**src/rtl/serial_add_pkg.sv**
```systemverilog
// rtl/serial_add_pkg.sv - shared state type, default width and counter sizing for the serial adder
package serial_add_pkg;

  typedef enum logic [1:0] {
    ST_IDLE  = 2'd0,
    ST_LOAD  = 2'd1,
    ST_SHIFT = 2'd2,
    ST_DONE  = 2'd3
  } state_t;

  localparam int DEFAULT_WIDTH = 4;

  // Bits needed for a counter that runs 0..width-1 (never narrower than one bit).
  function automatic int cnt_width(input int width);
    return (width < 2) ? 1 : $clog2(width);
  endfunction

endpackage

```
**src/rtl/serial_add_bit.sv**
```systemverilog
// rtl/serial_add_bit.sv - one-bit full adder with its carry flip-flop
module serial_add_bit
  import serial_add_pkg::*;
(
  input  logic clk,
  input  logic reset,
  input  logic load_c,
  input  logic c_init,
  input  logic en,
  input  logic a,
  input  logic b,
  output logic s,
  output logic c
);

  logic r_c;
  logic w_maj;

  assign s     = a ^ b ^ r_c;
  assign w_maj = (a & b) | (a & r_c) | (b & r_c);
  assign c     = r_c;

  // Carry register: seeded at operand capture, advanced once per shift cycle.
  always_ff @(posedge clk) begin
    if (reset) begin
      r_c <= 1'b0;
    end else if (load_c) begin
      r_c <= c_init;
    end else if (en) begin
      r_c <= w_maj;
    end
  end

endmodule

```
**src/rtl/serial_add_ctrl.sv**
```systemverilog
// rtl/serial_add_ctrl.sv - bit-serial adder sequencer (optional subtract via SERIAL_ADD_SUB_EN)
module serial_add_ctrl
  import serial_add_pkg::*;
#(
  parameter int WIDTH = DEFAULT_WIDTH
) (
  input  logic             clk,
  input  logic             reset,
  input  logic             start,
  input  logic [WIDTH-1:0] a_in,
  input  logic [WIDTH-1:0] b_in,
  input  logic             cin,
`ifdef SERIAL_ADD_SUB_EN
  input  logic             sub,
`endif
  output logic             busy,
  output logic             done,
  output logic [WIDTH-1:0] sum,
  output logic             cout,
  output logic             piso_load,
  output logic             piso_shift
);

  localparam int CW = cnt_width(WIDTH);

  state_t           r_state;
  logic [WIDTH-1:0] r_opa;
  logic [WIDTH-1:0] r_opb;
  logic [WIDTH-1:0] r_sum_sr;
  logic [WIDTH-1:0] r_sum;
  logic [CW-1:0]    r_bit_cnt;
  logic             r_busy;
  logic             r_done;
  logic             r_cout;
  logic             r_piso_load;
  logic             r_piso_shift;

  logic             w_accept;
  logic             w_shift;
  logic             w_last;
  logic             w_s;
  logic             w_c;
  logic             w_c_next;
  logic             w_c_init;
  logic [WIDTH-1:0] w_b_cap;
  logic [WIDTH-1:0] w_sum_next;

`ifdef SERIAL_ADD_SUB_EN
  // Subtract is A + ~B + 1: invert B on capture and force the carry seed high.
  assign w_b_cap  = sub ? ~b_in : b_in;
  assign w_c_init = sub | cin;
`else
  assign w_b_cap  = b_in;
  assign w_c_init = cin;
`endif

  assign w_accept   = start & ((r_state == ST_IDLE) | (r_state == ST_DONE));
  assign w_shift    = (r_state == ST_SHIFT);
  assign w_last     = (r_bit_cnt == CW'(WIDTH - 1));
  assign w_sum_next = {w_s, r_sum_sr[WIDTH-1:1]};
  // Carry as it will be after this shift; captured into cout on the final shift.
  assign w_c_next   = (r_opa[0] & r_opb[0]) | (r_opa[0] & w_c) | (r_opb[0] & w_c);

  serial_add_bit u_bit (
    .clk    (clk),
    .reset  (reset),
    .load_c (w_accept),
    .c_init (w_c_init),
    .en     (w_shift),
    .a      (r_opa[0]),
    .b      (r_opb[0]),
    .s      (w_s),
    .c      (w_c)
  );

  // Sequencer: state, operand shifters, bit counter and all registered outputs.
  always_ff @(posedge clk) begin
    if (reset) begin
      r_state      <= ST_IDLE;
      r_opa        <= '0;
      r_opb        <= '0;
      r_sum_sr     <= '0;
      r_sum        <= '0;
      r_bit_cnt    <= '0;
      r_busy       <= 1'b0;
      r_done       <= 1'b0;
      r_cout       <= 1'b0;
      r_piso_load  <= 1'b0;
      r_piso_shift <= 1'b0;
    end else begin
      r_done <= 1'b0;
      case (r_state)
        ST_IDLE, ST_DONE: begin
          if (w_accept) begin
            r_state     <= ST_LOAD;
            r_opa       <= a_in;
            r_opb       <= w_b_cap;
            r_sum_sr    <= '0;
            r_bit_cnt   <= '0;
            r_busy      <= 1'b1;
            r_piso_load <= 1'b1;
          end else begin
            r_state <= ST_IDLE;
          end
        end
        ST_LOAD: begin
          r_state      <= ST_SHIFT;
          r_piso_load  <= 1'b0;
          r_piso_shift <= 1'b1;
        end
        ST_SHIFT: begin
          r_opa     <= {1'b0, r_opa[WIDTH-1:1]};
          r_opb     <= {1'b0, r_opb[WIDTH-1:1]};
          r_sum_sr  <= w_sum_next;
          r_bit_cnt <= r_bit_cnt + CW'(1);
          if (w_last) begin
            r_state      <= ST_DONE;
            r_busy       <= 1'b0;
            r_piso_shift <= 1'b0;
            r_done       <= 1'b1;
            r_sum        <= w_sum_next;
            r_cout       <= w_c_next;
          end
        end
        default: begin
          r_state <= ST_IDLE;
        end
      endcase
    end
  end

  assign busy       = r_busy;
  assign done       = r_done;
  assign sum        = r_sum;
  assign cout       = r_cout;
  assign piso_load  = r_piso_load;
  assign piso_shift = r_piso_shift;

endmodule

```
**config.mk**
```make
export PLATFORM = sky130hd
export DESIGN_NAME = serial_add_ctrl
export DESIGN_NICKNAME = d
export VERILOG_FILES = /design/src/rtl/serial_add_pkg.sv /design/src/rtl/serial_add_bit.sv /design/src/rtl/serial_add_ctrl.sv
export SDC_FILE = /design/constraint.sdc
export NUM_CORES = 1
export LEC_CHECK = 0
export BUFFER_PORTS_ARGS = -buffer_cell sky130_fd_sc_hd__buf_2
export CORE_MARGIN = 1.5
export CORE_UTILIZATION = 53
export DETAILED_ROUTE_END_ITERATION = 6
export PLACE_DENSITY = 0.88
export SYNTH_ARGS = -nofsm -noshare
export SYNTH_HDL_FRONTEND = slang
export SYNTH_SLANG_ARGS = --single-unit
```
**constraint.sdc**
```tcl
create_clock -name clk -period 2.4 [get_ports clk]
set_clock_uncertainty 0.2 [all_clocks]
set_input_delay 0.36 -clock clk [delete_from_list [all_inputs] [get_ports clk]]
set_output_delay 0.36 -clock clk [all_outputs]
set_load 0.01 [all_outputs]
```
# Yosys cells after proc, flatten, opt, wreduce, memory -nomap -nowiden
# Index checks and enable logic that the tools add are counted.
[word_totals]
ff_bits = 26
latch_bits = 0
ramBits = 0
rom_bits = 0
inputBits = 12
out_inout_bits = 9
n_memories = 0
[classes]
n_addsub = 1
mul = 0
n_div = 0
magnitude_cmp = 0
eq_ne = 6
shifts = 0
mux = 19
n_bitwise = 10
reduce_logical = 12
[op_table]
columns = ["op", "count"]
rows = [
  ["case mux 4 bit (2 select lines)", 3],
  ["two-way mux 4 bit", 3],
  ["AND reduction 2 bit", 4],
  ["nonzero test 2 bit", 4],
  ["equality test 2 bit, second input constant", 3],
  ["two-way mux 1 bit", 6],
  ["case mux 1 bit (2 select lines)", 3],
  ["case mux 2 bit (3 select lines)", 1],
  ["bitwise AND 1 bit", 4],
  ["two-way mux 2 bit", 2],
  ["case mux 2 bit (2 select lines)", 1],
  ["OR reduction 2 bit", 2],
  ["OR 1 bit", 3],
  ["AND reduction 3 bit", 1],
  ["adder 2 x 1 -> 2 bit, second input constant", 1],
  ["equality test 2 x 1 -> 1 bit, second input constant", 1],
  ["logical NOT 2 bit", 1],
  ["!= test 2 x 1 -> 1 bit, second input constant", 1],
  ["!= test 2 bit, second input constant", 1],
  ["XOR 1 bit", 2],
  ["NOT 1 bit", 1],
]

# Depth between registers and ports, before layout
# Gate-level depths: netlist of the first run.
[logic_depth]
depth_word = 5
mapped_depth = 7
depth_no_buf = 5

# By module
# Synthesis of the first run repeated with hierarchy kept, for this count alone.
[unflattened]
cells_unflattened = 115
hier_area_um2 = 1098.6
[modules_own_cells]
columns = ["module", "instances", "cells_each", "area_each_um2", "seq_area_each_um2"]
rows = [
  ["serial_add_ctrl", 1, 109, 1026.0, 480.5],
  ["serial_add_bit", 1, 6, 72.6, 20.0],
]

# Least setup slack after synthesis of the first run
# No wires, ideal clock.
[synth_timing]
kind = "reg-to-reg"
start = "reg r_state[0]"
end = "reg r_opa[0]"
t_arrival_ns = 1.380
setup_slack_ns = 0.683
path_stages_with_launch = 8
period_less_slack_ns = 1.717
path_cell_list = "dfxtp_1 inv_1 ha_1 buf_6 mux2_4 buf_8 nor2_2 a211oi_2"
[synth_via]
elab_chain_len = 5
word_cells_on_any_way = 10
cone_classes = "eq/ne (3); mux (1); bitwise (2); reduce/logical (4)"
[synth_rtl]
columns = ["element", "line", "source"]
rows = [
  ["from (decl)", "serial_add_ctrl.sv:26", "state_t r_state;"],
  ["from (signal assigned)", "serial_add_ctrl.sv:79", "r_state <= ST_IDLE;"],
  ["from (signal assigned)", "serial_add_ctrl.sv:95", "r_state <= ST_LOAD;"],
  ["from (signal assigned)", "serial_add_ctrl.sv:103", "r_state <= ST_IDLE;"],
  ["equality test 2 bit or logical NOT 2 bit (tied branches)", "serial_add_ctrl.sv:57, serial_add_ctrl.sv:92", ""],
  ["OR 1 bit", "serial_add_ctrl.sv:57", "assign w_accept = start & ((r_state == ST_IDLE) | (r_state == ST_DONE));"],
  ["bitwise AND 1 bit", "serial_add_ctrl.sv:57", ""],
  ["!= test 2 x 1 -> 1 bit (no source line)", "--", ""],
  ["AND reduction 2 bit (no source line)", "--", ""],
  ["to (signal assigned)", "serial_add_ctrl.sv:96", "r_opa <= a_in;"],
  ["to (signal assigned)", "serial_add_ctrl.sv:112", "r_opa <= {1'b0, r_opa[WIDTH-1:1]};"],
  ["to (decl)", "serial_add_ctrl.sv:27", "logic [WIDTH-1:0] r_opa;"],
]
# Several ways; a longest one is shown, not always the timed one.
# A chain may end at the register's enable or synchronous reset.

# Final worst setup path of the first run
[layout_timing]
start = "reg r_state[0]"
end = "reg r_opb[0]"
[layout_via]
elab_chain_len = 5
word_cells_on_any_way = 10
cone_classes = "eq/ne (3); mux (1); bitwise (2); reduce/logical (4)"
[layout_rtl]
columns = ["element", "line", "source"]
rows = [
  ["equality test 2 bit or logical NOT 2 bit (tied branches)", "serial_add_ctrl.sv:57, serial_add_ctrl.sv:92", ""],
  ["OR 1 bit", "serial_add_ctrl.sv:57", ""],
  ["bitwise AND 1 bit", "serial_add_ctrl.sv:57", ""],
  ["!= test 2 x 1 -> 1 bit (no source line)", "--", ""],
  ["AND reduction 2 bit (no source line)", "--", ""],
  ["to (signal assigned)", "serial_add_ctrl.sv:97", "r_opb <= w_b_cap;"],
  ["to (signal assigned)", "serial_add_ctrl.sv:113", "r_opb <= {1'b0, r_opb[WIDTH-1:1]};"],
  ["to (decl)", "serial_add_ctrl.sv:28", "logic [WIDTH-1:0] r_opb;"],
]
# Several ways; a longest one is shown, not always the timed one.

==> run summary, run 1 <==
CTS built an H-tree with a depth of 1. The number of inserted filler cells in the final layout is 168. The combined global-route utilization of all metal layers is 20.9%. Clock tree synthesis inserted a total of 3 buffers. The number of placed instances, taps included came out at 155. The endpoint required time on the critical path came out at 2410 ps.

The number of antenna violations at the first check in global routing was 0. The cell-internal power came out at 0.869 mW. The highest attainable clock frequency came out at 0.531 GHz.

The number of buffers added on ports came out at 20. In this run the critical register-to-register path is launched from r_state[0]$_SDFFE_PP0P_. The path type of the worst setup path is flip-flop to flip-flop. The post-route fraction of the period consumed by the critical path came out at 78.5%. The clock reaches the later pin of the worst-skew pair after 320 ps. In this run the register-to-register setup slack is 520 ps.

After synthesis the cells add up to 1130 um2. No sink is reached through more buffers than the 2 on the longest clock path. The register clock-pin slew on the reported worst setup and hold paths is 130 ps. The top-level I/O count is 21.

The cell type of the slowest stage on the worst timing path is ha_1. The sum of routed wire length over all layers came out at 2270 um. The routed design could run at a clock period as short as 1880 ps. After synthesis the netlist holds a flip-flop and latch count of 25. The post-route DRC violation count came out at 0. The count of different cell masters after synthesis came out at 28. The worst hold path was traced through 3 stages. The max-slew violation count is 0. The switching power as a share of total power came out at 39.9%. The number of setup buffers added after CTS is 0. The peak supply drop is 0.000837 V. The worst min-delay path class is input pin to flip-flop. The count of standard-cell rows is 16. The area occupied by registers is 500 um2. The net load switching power is 0.578 mW. The per-cell via count in the routed design came out at 5.55. TritonCTS built the clock tree.

The die area came out at 2420 um2. The flow ran to the end, and the final reports show no timing, DRC or antenna violations. The quantity of hold-fixing buffers added after cts is 0. The power density over the cells is 1160 nW/um2. Of the cells placed in the final design, the portion with a size suffix greater than 1 is 29.5%. The number of global-route vias before repair is 870. For this block, the initial DRC count from the detailed router was 12. For the pin with the worst max-slew slack, the measured transition is 492 ps.

The worst setup path is launched from a flip-flop. The cell type group with the largest total delay on the critical path is adder cells. The clock network is responsible for 13.2% of the overall power. The repair_antennas step left the layout with diodes totalling 0. The post-DP HPWL came out at 1700 um. Setup repair after global routing left no endpoint under its margin.

The sequential share of power is 40.3%. Once the clock tree was built, the resizer swapped 0 gates to a different size. The cell at the root of the clock tree is clkbuf_4. The global-route wire length before repair came out at 3770 um.

The maximum number of pins on one net before global-route repair came out at 26. The sequential-to-total area share from yosys stat came out at 44.3%. The final RePlAce weighted congestion came out at 0.700. The global-route congestion overflow total is 0. The aggregate negative setup slack came out at 0 ps. The die is 49.1 um tall. The core utilization of the finished layout came out at 62.9%. The synthesized net count is 130. Once detail routing completed, the nets flagged for antenna violations numbered 0. The via count came out at 883. The routed length per placed instance came out at 14.3 um. The data arrival time at the worst-slack endpoint came out at 1890 ps. For this configuration, the core starts out at a cell density of 56.9%. The source of the worst hold timing path is a_in[3]. In this design, the stage delay of the slowest critical-path cell is 490 ps. Prior to clock tree synthesis, the placed netlist has a worst setup slack of 529 ps.

The average instance area after synthesis is 9.90 um2. In this run the standard cell core region covers 1980 um2. The maximum net fanout on the critical path is 12. The tightest slew margin relative to the limit came out at 67.2%. The count of final hold-check violations came out at 0. Of the total power, combinational logic draws 46.5%. The number of cells on the worst reg-to-reg path is 5. The relative area change from synthesis to final layout is 10.5%. Setup violations remaining at the end of the flow were counted as 0.

The post-route worst hold slack is 63.6 ps. Across the run, the number of max-cap violations was 0. For hold timing, the worst endpoint is r_opa[3]$_SDFFE_PP0P_.

The worst setup slack after layout is 517 ps. The signal on the critical path passes through inv_1 > ha_1 > mux2_4 > nor2_1 > a211oi_2. The number of buffers and inverters on the critical path is 1. After the flow finishes, the layout carries non-filler instances totaling 159. The number of optimization iterations in the first detailed-route pass is 4.

The number of sinks on the clock net is 25. The reg-to-reg endpoint is r_opb[0]$_SDFFE_PP0P_. The net count reported at finish came out at 149.

The synthesized instance count came out at 114. The area occupied by multi-input gates is 553 um2. STA classifies the critical path endpoint as a flip-flop. In this run the horizontal extent of the chip is 49.1 um.

The standby leakage power came out at 0.502 nW. For this run, the number of Yosys warnings is 0.
-- cell usage after synthesis (all sizes together) --
cell | count | area [um2]
a211oi | 9 | 97.6
fa | 1 | 20.0
clkbuf | 2 | 10.0
a2bb2oi | 1 | 8.76
mux2i | 8 | 92.6
o21ai | 2 | 10.0
nand3 | 6 | 30.0
a22oi | 2 | 15.0
nand3b | 1 | 7.51
buf | 6 | 50.0
and2b | 1 | 7.51
ha | 3 | 37.5
and3b | 1 | 8.76
inv | 4 | 15.0
nand2 | 8 | 30.0
or2 | 1 | 6.26
dfxtp | 25 | 500
a21oi | 9 | 45.0
mux2 | 1 | 15.0
nor2 | 17 | 73.8
a32oi | 4 | 35.0
nand2b | 2 | 12.5
-- worst register-to-register path: cells and delay by family, from the launching register on --
kind	cells	cell delay [ps]
buffers and inverters	1	60
multiplexers	1	430
flip-flops	1	380
adder cells (fa/ha/maj)	1	490
AND/OR/NAND/NOR	1	140
AO/OA/AOI/OAI	1	60
-- through the flow --
stage	power, mW	area [um2]
after floorplan	1.18	1130
after global placement	1.21	1220
after detailed placement	1.26	1220
after CTS	1.45	1250
after global routing	1.54	1250
final	1.45	1250
-- logic make-up (layout without fill, tap and decap cells) --
group | after synthesis | after routing | share of synthesized area, %
buffers and inverters | 12 | 30 | 6.65
adders and majority gates | 4 | 4 | 5.10
DFF | 25 | 25 | 44.3
AOI/OAI and AO/OA | 27 | 27 | 18.7
and+or+nand+nor | 37 | 37 | 15.6
muxes | 9 | 9 | 9.53
-- area by class of cell --
type / instances / share of cell area, %
timing repair buffer: 22 / 9.23
tap: 27 / 2.71
multi-input combinational: 77 / 44.3
clock buffer: 3 / 1.81
sequential: 25 / 40.1
inverter: 4 / 1.20
clock inverter: 1 / 0.602
-- power by group through the flow --
stage	Combinational, mW	Sequential, mW	Clock (mW)
floorplan	0.592	0.584	0
global placement	0.632	0.582	0
finish	0.673	0.583	0.191
CTS	0.673	0.583	0.197
detailed placement	0.672	0.592	0
global route	0.736	0.594	0.215
-- worst max-delay path by stage --
stage | startpoint | end | slack, ps | cells past startpoint
floorplan | r_state[0]$_SDFFE_PP0P_ | r_opa[0]$_SDFFE_PP0P_ | 680 | 7
global placement | r_state[0]$_SDFFE_PP0P_ | r_opb[0]$_SDFFE_PP0P_ | 610 | 5
detailed placement | r_state[0]$_SDFFE_PP0P_ | r_opb[0]$_SDFFE_PP0P_ | 530 | 5
CTS | r_state[0]$_SDFFE_PP0P_ | r_opb[0]$_SDFFE_PP0P_ | 510 | 5
global route | r_state[0]$_SDFFE_PP0P_ | r_opb[3]$_SDFFE_PP0P_ | 410 | 5
finish | r_state[0]$_SDFFE_PP0P_ | r_opb[0]$_SDFFE_PP0P_ | 520 | 5
-- placed cells by master, fill, tap and decap left out, drive strengths merged, types with 3 or more instances in the layout --
| cell | count |
|---|---|
| buf | 22 |
| mux2i | 8 |
| clkbuf | 3 |
| inv | 4 |
| nand3 | 6 |
| nor2 | 17 |
| a32oi | 4 |
| a21oi | 9 |
| dfxtp | 25 |
| ha | 3 |
| nand2 | 8 |
| a211oi | 9 |
-- sequential cells by signal, summed over array words and instances (netlist names) --
name,count
cout,1
r_bit_cnt,2
r_sum_sr,3
sum,4
piso_load,1
r_opa,4
piso_shift,1
r_opb,4
done,1
r_state,2
busy,1
u_bit.c,1
-- routing by layer --
metal	GRT usage (%)	wire length [um]	vias to the layer above	part of all wire, %
li1	-	-	435	-
met1	24.2	934	412	41
met2	36.5	1160	32	51
met3	3.07	129	4	5.7
met4	11.9	43	0	1.9
met5	0	0	-	0
No activity file was read; power rests on OpenSTA's default activity.
==> inputs of run 2 (changes only) <==
--- a/config.mk
+++ b/config.mk
@@ -7,9 +7,9 @@
 export LEC_CHECK = 0
 export BUFFER_PORTS_ARGS = -buffer_cell sky130_fd_sc_hd__buf_2
 export CORE_MARGIN = 1.5
-export CORE_UTILIZATION = 53
+export CORE_UTILIZATION = 48
 export DETAILED_ROUTE_END_ITERATION = 6
-export PLACE_DENSITY = 0.88
+export PLACE_DENSITY = 0.84
 export SYNTH_ARGS = -nofsm -noshare
 export SYNTH_HDL_FRONTEND = slang
 export SYNTH_SLANG_ARGS = --single-unit
==> constraint.sdc (replaced) <==
create_clock -name clk -period 1.68 [get_ports clk]
set_clock_uncertainty 0.2 [all_clocks]
set_input_delay 0.252 -clock clk [delete_from_list [all_inputs] [get_ports clk]]
set_output_delay 0.252 -clock clk [all_outputs]
set_load 0.01 [all_outputs]
==> run summary, run 2 (same netlist as run 1, synthesis figures left out) <==
The top-level I/O count came out at 21. The via count came out at 904. The post-DP HPWL came out at 1640 um. The count of final setup violators came out at 0. In this run the critical register-to-register path is captured at r_sum_sr[3]$_SDFFE_PP0P_. In this run the worst path has a maximum fanout of 7. The number of optimization iterations in the first detailed-route pass is 4.

In the routed design, unresolved DRC markers number 0. The standby leakage power came out at 0.552 nW. The worst hold path belongs to the class input pin to flip-flop. Relative to the synthesized area, the layout overhead comes to 21.5%.

The post-route cell area came out at 1370 um2. The number of cells traversed by the worst hold path is 3. The sequential share of power is 36.8%. The maximum number of pins on one net before global-route repair is 26.

The placeable core region is 2210 um2. Leaving out fill and tap cells, the most frequent cell in the layout is dfxtp_1. The violation count after the first detailed-route iteration is 14. STA puts the critical path data required time at 1750 ps.

Of the total power, combinational logic draws 51.6%. The number of antenna violations at the first check in global routing was 0. The die is 51.5 um tall. The number of nets still failing antenna checks after routing is 0. The worst setup path is captured at a flip-flop. Setup total negative slack on the finished layout was measured at 0 ps. The count of final hold-check violations came out at 0. In the finished design, the share of the clock period the worst path needs comes to 99.9%. The number of cells on the worst reg-to-reg path came out at 7. Power spread over the standard cell area amounts to 1690 nW/um2. The die covers 2650 um2.

The final RePlAce weighted congestion came out at 0.783. The clock insertion delay at the later pin of the skew report is 320 ps. The die is 51.5 um wide.

Setup repair after global routing could not meet its margin everywhere. The global-route congestion overflow total is 0. The run finished with clean final reports. The routed length per placed instance came out at 13.6 um. The data arrival time at the worst-slack endpoint is 1750 ps. The shortest clock period the worst path allows after layout is 1680 ps. The tightest slew margin relative to the limit is 66.3%. The core utilization of the finished layout is 62.0%. The CTS tree is done. The per-cell via count in the routed design came out at 5.35. The post-route netlist has 35.5% of its cells at a drive strength greater than 1. The switching power as a share of total power is 38.9%. Row generation in the floorplan step produced 17 rows.

The number of global-route vias before repair is 877. The path with the worst hold slack has its endpoint at piso_load$_SDFFE_PP0P_. In this run the most critical hold path is launched from start. The max-slew violation count is 0. The cell-internal power is 1.42 mW. In this run the number of H-tree levels came out at 1. Leaving out fill and tap cells, the most frequent cells in the layout are 23 x dfxtp_1, 20 x buf_2, 13 x nor2_1. The largest buffer count on any clock path is 2.

The clock network fraction of total power is 11.6%. The placed cell area came out at 1260 um2. Global routing used 19.4% of the available tracks across all layers.

Clock-pin slew was measured on the worst setup and hold paths at 130 ps. The number of CTS-inserted buffers is 3. The tree is rooted in a clkbuf_4.

Input and output buffers added on the ports amount to 20. The net count of the finished layout is 158. In this run the power spent charging and discharging nets is 0.902 mW. The reported max-cap violation count came out at 0. By startpoint and endpoint, the worst setup path is classified as flip-flop to flip-flop. Across all register-to-register paths, the minimum setup slack is 2 ps.

Summed over all layers, the routed wires come to 2300 um. 0 antenna diodes ended up in the layout. The initial standard-cell utilization of the core is 51.0%. For the pin with the worst max-slew slack, the measured transition is 505 ps. The worst setup path is launched from a flip-flop.

The highest attainable clock frequency came out at 0.596 GHz. Across the VDD grid, the largest voltage drop is 0.000979 V. For this design, the sink count on the clock tree is 25. The global-route wire length before repair came out at 3780 um.

In this run the critical register-to-register path is launched from r_state[0]$_SDFFE_PP0P_.
==> run 2: cell types whose count changed in the layout (fill, tap and decap cells not counted), moves of 2 or more <==
cell | previous run | this run
buf_6 | 0 | 2
nor2_4 | 0 | 4
dfxtp_2 | 0 | 2
nor2_2 | 4 | 0
buf_4 | 2 | 6
dfxtp_1 | 25 | 23
dlygate4sd3_1 | 0 | 3
==> run 2: power groups by stage <==
stage          Clock (mW)  Combinational [mW]  Sequential (mW)
2_1_floorplan           0               0.910            0.850
4_1_cts             0.286                1.09            0.843
5_1_grt             0.302                1.31            0.871
6_report            0.269                1.20            0.854
3_3_place_gp            0                1.00            0.849
3_5_place_dp            0                1.04            0.862
==> run 2: metal layers <==
layer	track usage (%)	vias to the layer above	wire length, um
met5	0	-	0
met4	8.33	0	24
met3	3.16	2	96
met2	34.8	25	1180
met1	22.5	426	997
li1	-	451	-
==> run 2: how the worst max path moves through the flow <==
stage	start	endpoint	slack (ps)	cells past startpoint
CTS	r_state[0]$_SDFFE_PP0P_	r_opb[3]$_SDFFE_PP0P_	7	6
finish	r_state[0]$_SDFFE_PP0P_	r_sum_sr[3]$_SDFFE_PP0P_	2	7
floorplan	r_state[0]$_SDFFE_PP0P_	r_opa[0]$_SDFFE_PP0P_	1	7
global placement	r_state[0]$_SDFFE_PP0P_	r_opa[3]$_SDFFE_PP0P_	50	6
global route	r_state[0]$_SDFFE_PP0P_	r_sum_sr[3]$_SDFFE_PP0P_	-50	7
detailed placement	r_state[0]$_SDFFE_PP0P_	r_bit_cnt[0]$_SDFFE_PP0P_	-30	6
==> run 2: repair_timing <==
action                                  in CTS  in global routing
endpoints found under the setup margin       7                 11
pin swaps                                    0                  3
setup buffers                                1                  2
hold buffers                                 3                  0
endpoints found under the hold margin        3                  0
gates resized for setup                      1                  5
==> run 2: critical path, stage by stage (launching register included) <==
cell	delay, ps
dfxtp_2	360
inv_2	50
ha_4	270
buf_6	120
mux2i_4	340
buf_6	150
a32oi_1	50
nor2_1	90
==> run 2: area by class of cell <==
type | instances | area (um2)
flip-flops and latches | 25 | 503
fillers | 186 | 841
repair buffers | 31 | 198
multi-input cells | 77 | 591
well taps | 28 | 35.0
clock inverters | 1 | 7.51
inverters | 4 | 15.0
clock buffers | 3 | 22.5
==> run 2: through the flow <==
step	hold WS, ps	setup WS [ps]	cells	power (mW)
after floorplan	200	1.11	114	1.76
after global placement	240	54.9	159	1.85
after detailed placement	245	-25.5	159	1.91
after CTS	50.2	6.51	167	2.22
after global routing	59.9	-50.7	169	2.48
final	63.4	1.67	169	2.32
==> inputs of run 3 (changes only) <==
--- a/config.mk
+++ b/config.mk
@@ -7,9 +7,10 @@
 export LEC_CHECK = 0
 export BUFFER_PORTS_ARGS = -buffer_cell sky130_fd_sc_hd__buf_2
 export CORE_MARGIN = 1.5
-export CORE_UTILIZATION = 48
+export CORE_UTILIZATION = 47
 export DETAILED_ROUTE_END_ITERATION = 6
-export PLACE_DENSITY = 0.84
+export PLACE_DENSITY = 0.83
 export SYNTH_ARGS = -nofsm -noshare
 export SYNTH_HDL_FRONTEND = slang
+export SYNTH_HIERARCHICAL = 1
 export SYNTH_SLANG_ARGS = --single-unit
==> run summary, run 3 <==
The flow ran to the end, and the final reports show no timing, DRC or antenna violations. The die covers 2640 um2. The per-cell via count in the routed design came out at 5.58. In this run, distinct cell masters in the synthesized netlist total 26. The number of H-tree branching levels is 1.

The number of sinks on the clock net is 25. The first detailed-routing pass took 4 iterations. In the routed design, unresolved DRC markers number 0. The final RePlAce weighted congestion came out at 0.738. The number of global-route vias before repair is 916.

During synthesis, Yosys emitted a total of 6 warnings. The portion of netlist area occupied by mux cells came out at 9.68%. The global-route layer with the greatest usage is met2. STA classifies the critical path startpoint as a flip-flop. Hold timing on the final database bottoms out at a slack of 52.6 ps. The number of cells on the worst reg-to-reg path is 5.

Summing the areas of all compound-gate instances in the mapped netlist gives 18.3% of the synthesized area. Counting the fill cells in the layout gives 206. During I/O placement, the number of pins put on the boundary was 21. The largest area contributor in the netlist is dfxtp_1. The met1 usage is 21.4%. The relative area change from synthesis to final layout came out at 23.2%.

The number of antenna violations at the first check in global routing came to 0. The slew at the pin closest to its max-slew limit came out at 468 ps. IR analysis of the VDD net gives a maximum drop of 0.00126 V. The signal on the critical path passes through inv_2 > ha_4 > mux2_2 > nor2_1 > a211oi_1.

In this run the mean area of a mapped cell was 9.55 um2. The most frequent cell after synthesis is dfxtp_1. For the worst setup path, the data required time is 1680 ps.

The maximum number of pins on one net before global-route repair is 26. In this run the worst setup path terminates at r_opa[2]$_SDFFE_PP0P_. STA classifies the critical path endpoint as a flip-flop.

Setup violations remaining at the end of the flow were counted as 0. The worst setup path is of the flip-flop to flip-flop kind. The initial standard-cell utilization of the core is 49.7%.

By area, the combinational part of the netlist is dominated by compound AO/OA/AOI/OAI gates. The synthesized net count is 132. Setup repair after global routing could not meet its margin everywhere. The worst register-to-register path ends at r_opa[2]$_SDFFE_PP0P_. The global-route wire length before repair is 3750 um.

The share of post-route cells with drive strength above 1 came out at 31.5%. In this run the worst hold path is classified as input pin to flip-flop. The wire-length estimate of the detail-placed layout is 1560 um. The commonest cells after synthesis are 25 x dfxtp_1, 13 x nor2_1, 12 x a21oi_1. The longest individual stage delay on the worst path is 400 ps. The slowest stage of the critical path belongs to the cell mux2_2.

In this run the register-to-register setup slack is 40 ps. The final layout contains routed wiring with a total length of 2350 um. The tree is rooted in a clkbuf_4. The overall die height is 51.3 um.

In the layout the commonest cells are 23 x dfxtp_1, 20 x buf_2, 13 x nor2_1. The count of final hold-check violations is 0. After global routing the overflow that remains totals 0. The number of inserted diodes came out at 0.

The placed cell area came out at 1250 um2. The number of CTS-inserted buffers came out at 3. The worst pin sits at a relative slew slack of 68.8%. The maximum net fanout on the critical path came out at 8. The cell area after synthesis came out at 1100 um2. The placeable core region came out at 2210 um2.

The adder-cell area share of the yosys netlist came out at 6.38%. The highest attainable clock frequency came out at 0.610 GHz. The register clock-pin slew on the reported worst setup and hold paths came out at 130 ps.

The async set or reset register ratio after synthesis came out at 0%. Among all flip-flop cells after synthesis, the most frequent one is dfxtp_1. The startpoint of the worst setup timing path is r_state[0]$_SDFFE_PP0P_. For this run, global-route usage on met2 was measured as 32.7%. The net count reported at finish came out at 161. The sequential-to-total area share from yosys stat is 45.6%. The max-slew violation count came out at 0.

The number of nets still failing antenna checks after routing came out at 0. The number of buffers added on ports is 20. The worst path needs 1640 ps of the cycle, external delays included.

After the first detailed-routing iteration, the DRC count stood at 11. The via count is 955. The data arrival time at the worst-slack endpoint is 1640 ps. The clock insertion delay at the later pin of the skew report is 310 ps. The top cell type's share of synthesized area is 45.6%. Yosys attributes the largest share of cell area to dfxtp_1 46%, mux2i_1 7.3%, a211oi_1 6.8%. Global routing used 2.63% of the available met3 tracks. After detailed routing, the average wire length per cell comes to 13.7 um.

Leaving out fill and tap cells, the most frequent cell in the layout is dfxtp_1. The post-route cell area is 1350 um2. The count of standard-cell rows is 17. The post-route fraction of the period consumed by the critical path is 97.5%. In this run, synthesis inferred 0 flip-flops with an integrated enable.

The largest buffer count on any clock path is 2. In this run the critical register-to-register path is launched from r_state[0]$_SDFFE_PP0P_. The core utilization of the finished layout came out at 61.2%. The analysis attributes to cell leakage a power of 0.542 nW. In this run the power density over the cells is 1660 nW/um2.

The synthesized instance count is 115. In this run the post-CTS setup repair buffer count came out at 0. The fraction of synthesized cell area in xor and xnor cells is 0%. TritonCTS built the clock tree. The reported max-cap violation count is 0. Synthesis inferred 25 register bits. The width of the die came out at 51.3 um. The combined global-route utilization of all metal layers is 19.1%. The fraction of the mapped netlist area in simple logic gates is 15.4%.
-- run 3: timing repair --
action	CTS	global route
gates resized for setup	1	8
cloned	1	1
endpoints found under the hold margin	2	0
pin swaps	0	1
hold buffers	2	0
setup endpoints to repair	1	15
-- run 3: kinds of logic (layout without fill, tap and decap cells) --
logic type               count (synthesis)  count (layout)
AO/OA/AOI/OAI                           29              29
multiplexers                            10              12
buffers and inverters                    9              35
AND/OR/NAND/NOR                         37              37
flip-flops                              25              25
adder cells (fa/ha/maj)                  5               5
-- run 3: through the flow --
step                      setup TNS (ps)  instances  total power [mW]  setup WS [ps]
after floorplan                        0        115              1.58           4.13
after global placement                 0        163              1.76           49.9
after detailed placement           -7.86        163              1.81          -7.86
after CTS                              0        170              2.13           12.5
after global routing               -22.7        171              2.39          -13.5
final                                  0        171              2.24           41.4
-- run 3: layout make-up --
class / count / area (um2) / area share, %
Clock buffer: 4 / 26.3 / 1.94
Inverter: 3 / 11.3 / 0.832
Tap cell: 28 / 35.0 / 2.59
Timing Repair Buffer: 28 / 165 / 12.2
Sequential cell: 25 / 503 / 37.2
Multi-Input combinational cell: 83 / 613 / 45.3
-- run 3: where the power goes --
| part | switching [mW] | internal [mW] | total (mW) |
|---|---|---|---|
| Combinational | 0.579 | 0.544 | 1.12 |
| Sequential | 0.111 | 0.739 | 0.850 |
| Clock | 0.179 | 0.0928 | 0.271 |
-- run 3: layer usage --
layer	vias up	wire length (um)	share of wire [%]
li1	473	-	-
met1	443	989	42
met2	33	1210	52
met3	6	99	4.2
met4	0	46	2.0
met5	-	0	0
-- run 3: how the worst min path moves through the flow --
stage / slack, ps / depth (start not counted) / end / from
after floorplan: 120 / 1 / u_bit/c$_SDFFE_PP0P_ / reset
after detailed placement: 250 / 2 / sum[0]$_SDFFE_PP0P_ / sum[0]$_SDFFE_PP0P_
after CTS: 40 / 3 / u_bit/c$_SDFFE_PP0P_ / cin
after global routing: 30 / 3 / u_bit/c$_SDFFE_PP0P_ / cin
final: 50 / 3 / u_bit/c$_SDFFE_PP0P_ / cin
after global placement: 240 / 2 / sum[0]$_SDFFE_PP0P_ / sum[0]$_SDFFE_PP0P_
-- run 3: worst max-delay path, delay by kind of cell (launching register included) --
family	cells	cell delay, ps
AO/OA/AOI/OAI	1	60
adder cells (fa/ha/maj)	1	330
buffers and inverters	1	60
flip-flops	1	360
multiplexers	1	400
AND/OR/NAND/NOR	1	120
